### src/rtl/seq_sched_pkg.sv
// Shared definitions for the serial pattern scheduler: FSM encodings and default geometry.
// Pure declarations; no timing or backpressure of its own.
package seq_sched_pkg;

  typedef enum logic [1:0] {
    IDLE  = 2'd0,
    SHIFT = 2'd1,
    DONE  = 2'd2
  } state_t;

  localparam int WORD_W_DEF = 8;
  localparam int PAT_W_DEF  = 4;
  localparam int CNT_W_DEF  = 8;
  localparam logic [PAT_W_DEF-1:0] PAT_RESET_DEF = 4'b1011;

endpackage

### src/rtl/pattern_match_core.sv
// Overlapping Mealy matcher over a serial bit stream; match is combinational on the current bit.
// No backpressure: consumes one bit per cycle whenever bit_valid is high.
module pattern_match_core
  import seq_sched_pkg::*;
#(
  parameter int PAT_W = PAT_W_DEF
) (
  input  logic             clk,
  input  logic             rst,
  input  logic             clr,
  input  logic             bit_valid,
  input  logic             bit_in,
  input  logic [PAT_W-1:0] pattern,
  output logic             match
);

  localparam int FILL_W = $clog2(PAT_W);
  localparam logic [FILL_W-1:0] FILL_MAX = FILL_W'(PAT_W - 1);

  logic [PAT_W-2:0]  history;
  logic [PAT_W-2:0]  history_nxt;
  logic [FILL_W-1:0] fill;

  generate
    if (PAT_W == 2) begin : g_hist_min
      assign history_nxt = bit_in;
    end else begin : g_hist_wide
      assign history_nxt = {history[PAT_W-3:0], bit_in};
    end
  endgenerate

  // fill gates the compare so a partially filled history never matches
  always_ff @(posedge clk or negedge rst) begin
    if (!rst) begin
      history <= '0;
      fill    <= '0;
    end else if (clr) begin
      history <= '0;
      fill    <= '0;
    end else if (bit_valid) begin
      history <= history_nxt;
      if (fill != FILL_MAX) begin
        fill <= fill + FILL_W'(1);
      end
    end
  end

  assign match = bit_valid && (fill == FILL_MAX) && ({history, bit_in} == pattern);

endmodule

### src/rtl/seq_stream_scheduler.sv
// Serialises words MSB-first into a pattern matcher and counts matches per frame; first bit 1 cycle after accept, done 1 cycle after last bit.
// in_ready only in IDLE or on the final bit of a non-last word, so back-to-back words stream gaplessly.
module seq_stream_scheduler
  import seq_sched_pkg::*;
#(
  parameter int WORD_W = WORD_W_DEF,
  parameter int PAT_W  = PAT_W_DEF,
  parameter int CNT_W  = CNT_W_DEF,
  parameter logic [PAT_W-1:0] PAT_RESET = PAT_W'(PAT_RESET_DEF)
) (
  input  logic              clk,
  input  logic              rst,
  input  logic              cfg_we,
  input  logic [PAT_W-1:0]  cfg_pattern,
  input  logic              in_valid,
  output logic              in_ready,
  input  logic [WORD_W-1:0] in_data,
  input  logic              in_last,
  output logic              bit_out,
  output logic              bit_valid,
  output logic              match,
  output logic [CNT_W-1:0]  match_count,
  output logic              busy,
  output logic              done
);

  localparam int BC_W = (WORD_W > 1) ? $clog2(WORD_W) : 1;
  localparam logic [BC_W-1:0] BC_LOAD = BC_W'(WORD_W - 1);

  state_t            state;
  state_t            state_nxt;
  logic [WORD_W-1:0] shreg;
  logic [BC_W-1:0]   bit_cnt;
  logic              last_q;
  logic [PAT_W-1:0]  pattern;
  logic              accept;
  logic              frame_start;
  logic              cfg_take;

  assign in_ready    = (state == IDLE) || ((state == SHIFT) && (bit_cnt == '0) && !last_q);
  assign accept      = in_valid && in_ready;
  // an accept from IDLE while busy is a mid-frame word after a producer stall
  assign frame_start = accept && (state == IDLE) && !busy;
  assign cfg_take    = cfg_we && (state == IDLE) && !busy && !accept;

  assign bit_valid = (state == SHIFT);
  assign bit_out   = shreg[WORD_W-1];
  assign done      = (state == DONE);

  always_comb begin
    state_nxt = state;
    case (state)
      IDLE: begin
        if (accept) begin
          state_nxt = SHIFT;
        end
      end
      SHIFT: begin
        if (bit_cnt == '0) begin
          if (accept) begin
            state_nxt = SHIFT;
          end else if (last_q) begin
            state_nxt = DONE;
          end else begin
            state_nxt = IDLE;
          end
        end
      end
      DONE: begin
        state_nxt = IDLE;
      end
      default: begin
        state_nxt = IDLE;
      end
    endcase
  end

  always_ff @(posedge clk or negedge rst) begin
    if (!rst) begin
      state <= IDLE;
    end else begin
      state <= state_nxt;
    end
  end

  always_ff @(posedge clk or negedge rst) begin
    if (!rst) begin
      shreg   <= '0;
      bit_cnt <= '0;
      last_q  <= 1'b0;
    end else if (accept) begin
      shreg   <= in_data;
      bit_cnt <= BC_LOAD;
      last_q  <= in_last;
    end else if (state == SHIFT) begin
      shreg <= {shreg[WORD_W-2:0], 1'b0};
      if (bit_cnt != '0) begin
        bit_cnt <= bit_cnt - BC_W'(1);
      end
    end else if (state == DONE) begin
      last_q <= 1'b0;
    end
  end

  always_ff @(posedge clk or negedge rst) begin
    if (!rst) begin
      busy <= 1'b0;
    end else if (frame_start) begin
      busy <= 1'b1;
    end else if (state == DONE) begin
      busy <= 1'b0;
    end
  end

  // count saturates rather than wrapping so a long frame never reports a small value
  always_ff @(posedge clk or negedge rst) begin
    if (!rst) begin
      match_count <= '0;
    end else if (frame_start) begin
      match_count <= '0;
    end else if (match && !(&match_count)) begin
      match_count <= match_count + CNT_W'(1);
    end
  end

  always_ff @(posedge clk or negedge rst) begin
    if (!rst) begin
      pattern <= PAT_RESET;
    end else if (cfg_take) begin
      pattern <= cfg_pattern;
    end
  end

  pattern_match_core #(
    .PAT_W(PAT_W)
  ) u_core (
    .clk       (clk),
    .rst       (rst),
    .clr       (frame_start),
    .bit_valid (bit_valid),
    .bit_in    (bit_out),
    .pattern   (pattern),
    .match     (match)
  );

endmodule

### config.mk
export PLATFORM = sky130hd
export DESIGN_NAME = seq_stream_scheduler
export DESIGN_NICKNAME = d
export VERILOG_FILES = /design/src/rtl/seq_sched_pkg.sv /design/src/rtl/pattern_match_core.sv /design/src/rtl/seq_stream_scheduler.sv
export SDC_FILE = /design/constraint.sdc
export NUM_CORES = 1
export LEC_CHECK = 0
export ABC_AREA = 1
export CAP_MARGIN = 5
export CORE_MARGIN = 2
export CORE_UTILIZATION = 51
export CTS_CLUSTER_DIAMETER = 30
export DETAILED_ROUTE_END_ITERATION = 10
export PLACE_DENSITY_LB_ADDON = 0.2
export SYNTH_ARGS = -nofsm -noshare
export SYNTH_HDL_FRONTEND = slang
export SYNTH_HIERARCHICAL = 1
export SYNTH_SLANG_ARGS = --single-unit
### constraint.sdc
create_clock -name clk -period 2.2 [get_ports clk]
set_input_delay 0.55 -clock clk [delete_from_list [all_inputs] [get_ports clk]]
set_output_delay 0.55 -clock clk [all_outputs]
set_load 0.02 [all_outputs]
# ---- Word-level counts from Yosys, hierarchy flattened
# Cells that the tools add are included.
dict set report classes {
  addsub 3
  n_eq_ne 8
  n_mux 21
  n_reduce_logical 31
}
# cell count
set ops {}
lappend ops {{8-bit two-way mux} 4}
lappend ops {{3-bit two-way mux} 5}
lappend ops {{2-bit two-way mux} 7}
lappend ops {{2-bit nonzero test} 7}
lappend ops {{1-bit logical AND} 11}
lappend ops {{8-bit by 1-bit adder with 8-bit output (second input constant)} 1}
lappend ops {{2-bit != test (second input constant)} 4}
lappend ops {{2-bit AND reduction} 4}
lappend ops {{8-bit AND reduction} 1}
lappend ops {{2-bit equality test (second input constant)} 2}
lappend ops {{4-bit equality test} 1}
lappend ops {{1-bit logical NOT} 4}
lappend ops {{1-bit two-way mux} 4}
lappend ops {{2-bit one-hot mux with 2 select lines} 1}
lappend ops {{3-bit logical NOT} 1}
lappend ops {{3-bit nonzero test} 1}
lappend ops {{3-bit by 1-bit subtractor with 3-bit output (second input constant)} 1}
lappend ops {{2-bit by 1-bit adder with 2-bit output (second input constant)} 1}
lappend ops {{2-bit by 1-bit equality test with 1-bit output (second input constant)} 1}
lappend ops {{2-bit logical NOT} 1}
lappend ops {{1-bit logical OR} 1}
dict set report word_totals {
  regBits 32
  inputBits 17
  out_inout_bits 14
  elab_cells 72
}

# ---- Longest topological paths before layout
dict set report depth {
  ltp_word 9
  mapped_depth 12
  depth_no_buf 12
}

# ---- Hierarchy
# The synthesis kept the hierarchy.
# module instances cells_each area_each_um2 seq_area_each_um2
set modules_own_cells {}
lappend modules_own_cells {seq_stream_scheduler 1 172 1383.8 679.4}
lappend modules_own_cells {pattern_match_core 1 43 302.8 125.1}

# ---- Worst setup path before layout
# No wires, ideal clock.
dict set report synth_timing {
  path_kind {register -> register}
  from {register state[1]}
  to {register match_count[7]}
  arrival_time_ps 1897
  t_required_ps 2080
  path_slack_ps 183
  path_stages_with_launch 13
  path_buffers 0
  period_less_slack_ps 2017
  path_cell_list {dfrtp_1 -> inv_2 -> nand2_2 -> clkinv_1 -> nand2_1 -> a21oi_2 -> nand2_1 -> nor2_2 -> inv_1 -> a21oi_2 -> nor2_4 -> nand2_1 -> nand2_1}
}
# item line_no
set synth_rtl {}
lappend synth_rtl {{start, declared} seq_stream_scheduler.sv:30} ;# state_t state;
lappend synth_rtl {{start signal, assigned} seq_stream_scheduler.sv:82} ;# state <= state_nxt;
lappend synth_rtl {{2-bit by 1-bit equality test with 1-bit output} seq_stream_scheduler.sv:46} ;# assign bit_valid = (state == SHIFT);
lappend synth_rtl {{via bit_valid} seq_stream_scheduler.sv:20} ;# output logic bit_valid,
lappend synth_rtl {{1-bit logical AND (2 in a row)} pattern_match_core.sv:48} ;# assign match = bit_valid && (fill == FILL_MAX) && ({history, bit_in} == pattern);
lappend synth_rtl {{via match} seq_stream_scheduler.sv:21} ;# output logic match,
lappend synth_rtl {{1-bit logical AND} seq_stream_scheduler.sv:121} ;# end else if (match && !(&match_count)) begin
lappend synth_rtl {{2-bit nonzero test (no source line)} --}
lappend synth_rtl {{end signal, assigned} seq_stream_scheduler.sv:122} ;# match_count <= match_count + CNT_W'(1);
lappend synth_rtl {{end, declared} seq_stream_scheduler.sv:22} ;# output logic [CNT_W-1:0] match_count,
# The timed path passes the listed nets, and every way through them passes these cells.
# A chain may end at the register's enable or synchronous reset.

# ---- Worst setup path after layout
dict set report layout_timing {
  from {register state[1]}
  to {output port match}
}
dict set report layout_between {
  elab_chain_cells 3
}
# item line_no
set layout_rtl {}
lappend layout_rtl {{2-bit by 1-bit equality test with 1-bit output} seq_stream_scheduler.sv:46}
lappend layout_rtl {{1-bit logical AND (2 in a row)} pattern_match_core.sv:48}
lappend layout_rtl {{end, declared} seq_stream_scheduler.sv:21}
# Every way passes these cells.

==> results.cfg <==
[sta]
finalMaxSlewViolations = 0
rsz0062_at_grt = no
setup_tns_ps = 0
finalCriticalPeriod_ps = 2050
hold_viol = 0
clock_skew_ps = 10.6
setup_viol_count_final = 0
fmax_ghz = 0.489
setup_ws_ps = 155
slew_headroom = 0.707
fin_crit_sh = 0.930
tightest_slew_ps = 440

[clocking]
clockBufferDepth = 2
clk_pin_slew_ps = 100
cts_sinks = 32
cts_tree = done
cts-buffers-inserted = 5
clkLatencyLatePin_ps = 340
cts_setup_buffers = 0
htree_levels = 2
cts_hold_buf = 0
cts-root-buf = clkbuf_4

[final_layout]
area_growth_pct = 25.6
layout_common_cells = nand2_1, nand3_1, dfrtp_1, clkdlybuf4s50_1, inv_1
fin_cells = 302
final_nets = 278
fillers = 279
antenna_cells = 0
drive_gt1_frac = 0.128
layout_commonest_cell = nand2_1
final_util = 0.683

[drt]
ant_nets = 0
drt-wirelength-per-cell_um = 11.1
vias = 1498
viasPerCell = 4.96
drt_wl_total_mm = 3.36
drt-pass1-iter-count = 4
drc = 0
first_iter_violations = 53

[synthesis]
post_synth.cell_area_avg_um2 = 7.84
synth_cell_types = 23
syn_inst = 215
synth_area_leaders = dfrtp_1, nand2_1, nand3_1
ys_ff_latch = 32
synth_largest_area_cell = dfrtp_1
yosysWarnings = 6
syn_nets = 236
ys_seq_area_frac = 0.477
synth_area_um2 = 1690
netlist.area_leader.share = 0.430

[placed_design]
dp_hpwl_mm = 2.51
pre_cts_ws_ps = 66.0
globalplace.congestion = 0.844
post-place-cells = 294
port_buffers = 30

[critical_path]
worst_path_most_repeated_cell = nand2_1
worstSetupEndpointType = output pin
startpoint_type = register
arrival_ps = 1500
worst-path-buf-inv = 3
cpLargestDelayFamily = flip-flops
path_cells = inv_2 > nand2_2 > clkinv_1 > nand2_1 > a21oi_2 > nand2_1 > nor2_2 > clkbuf_2
r2r_start = state[1]
critPathRequiredTime_ps = 1650
critPathMaxStageDelay_ps = 400
reg2reg_setup_slack_ps = 500
crit_slowest_cell = dfrtp_1
path_class = register to output pin
r2r_end = match_count[7]
worstPathMaxFanout = 3
reg2reg_depth = 12

[grt]
grtUsageTotal = 0.215
antenna_found_initial = 0
grt_overflow_total = 0
grt_max_degree = 33
grt_pass1_wl_mm = 5.82
grt_pass1_vias = 1349

[hold_path]
hold_end = pattern[0]
hp-class = register to register
holdCritStartpoint = pattern[0]
hold_depth = 2

[power_and_ir_drop]
p_leak_nw = 1.08
ir_drop_mv = 0.739
powerDensity_nw_per_um2 = 1180

[run_status]
status = finished, final reports clean

[floorplanning]
coreArea_um2 = 3100
initial_core_util = 0.544
num_rows = 20
die_h_um = 61.5
ios = 31
dieArea_um2 = 3780
fp.dieW_um = 61.5

[job]
maxCapViolCount = 0
[Yosys cell counts]
master,count
nor3_1,1
dfrtp_1,29
a21oi_2,2
clkinv_1,1
or2_0,1
nor2_2,3
dfstp_2,3
xor2_1,3
ha_1,4
nand4_1,4
nand4_2,1
nor2_1,18
o22ai_1,2
nand3_1,36
nand2_1,65
nor2_4,2
nand2_4,1
inv_1,25
o21ai_1,1
buf_6,2
nand2_2,4
inv_2,2
o21ai_0,5
[what timing repair did]
item,4_1_cts,5_1_grt
resized for setup,6,4
cloned,0,0
pin swaps,0,0
setup endpoints to repair,3,3
[flip-flops by register name, indices dropped and copies added, names as in the netlist]
register	count
match_count	8
shreg	8
pattern	4
bit_cnt	3
u_core/history	3
state	2
u_core/fill	2
busy	1
last_q	1
[layer usage]
metal,wire length [um],track usage
met2,1630,0.344
met1,1510,0.270
met3,180,0.0693
met5,0,0
met4,40,0.0851
[worst register-to-register path, stage by stage (launching register included)]
cell and delay (ps):
dfrtp_1 400, inv_2 60, nand2_2 50, clkinv_1 60, nand2_1 90, a21oi_2 120
nand2_1 70, nor2_2 130, inv_1 60, a21oi_2 350, nor2_4 100, nand2_1 80
nand2_1 50
[how the worst max path moves through the flow]
stage | start | end | slack, ps | depth (start not counted)
after global placement | state[1] | match | 110 | 8
final | state[1] | match | 150 | 8
after global routing | state[1] | match | 30 | 8
after CTS | state[1] | done | 20 | 4
after floorplan | state[1] | match_count[7] | 180 | 12
after detailed placement | bit_cnt[0] | in_ready | 70 | 7
[final cells by class]
class                           instances  area, um2  share of cell area
Sequential cell                        32        805               0.380
Clock buffer                            7       45.0              0.0213
Tap cell                               44       55.1              0.0260
Inverter                               28        105              0.0496
Timing Repair Buffer                   37        344               0.162
Multi-Input combinational cell        153        759               0.359
Clock inverter                          1       5.00             0.00236
[cell families (layout without fill, tap and decap cells)]
group | Yosys count | count (layout) | synth area share
flip-flops | 32 | 32 | 0.477
XOR/XNOR | 3 | 3 | 0.0156
buffers and inverters | 30 | 73 | 0.0757
adder cells (fa/ha/maj) | 4 | 4 | 0.0297
AND/OR/NAND/NOR | 136 | 136 | 0.366
AO/OA/AOI/OAI | 10 | 10 | 0.0356
[per-stage QoR]
step	instance area, um2	total power [mW]	hold slack, ps
4_1_cts	2120	2.52	472
6_report	2120	2.51	470
2_1_floorplan	1690	1.80	254
5_1_grt	2120	2.74	493
3_3_place_gp	2070	2.18	456
3_5_place_dp	2070	2.21	456
[report_power, final]
group,leakage [nW],internal [mW],switching (mW),total [mW]
logic,0.654,0.472,0.736,1.21
registers,0.400,0.825,0.148,0.973
clock network,0.0293,0.124,0.202,0.327
Power figures use the tool's default switching activity.
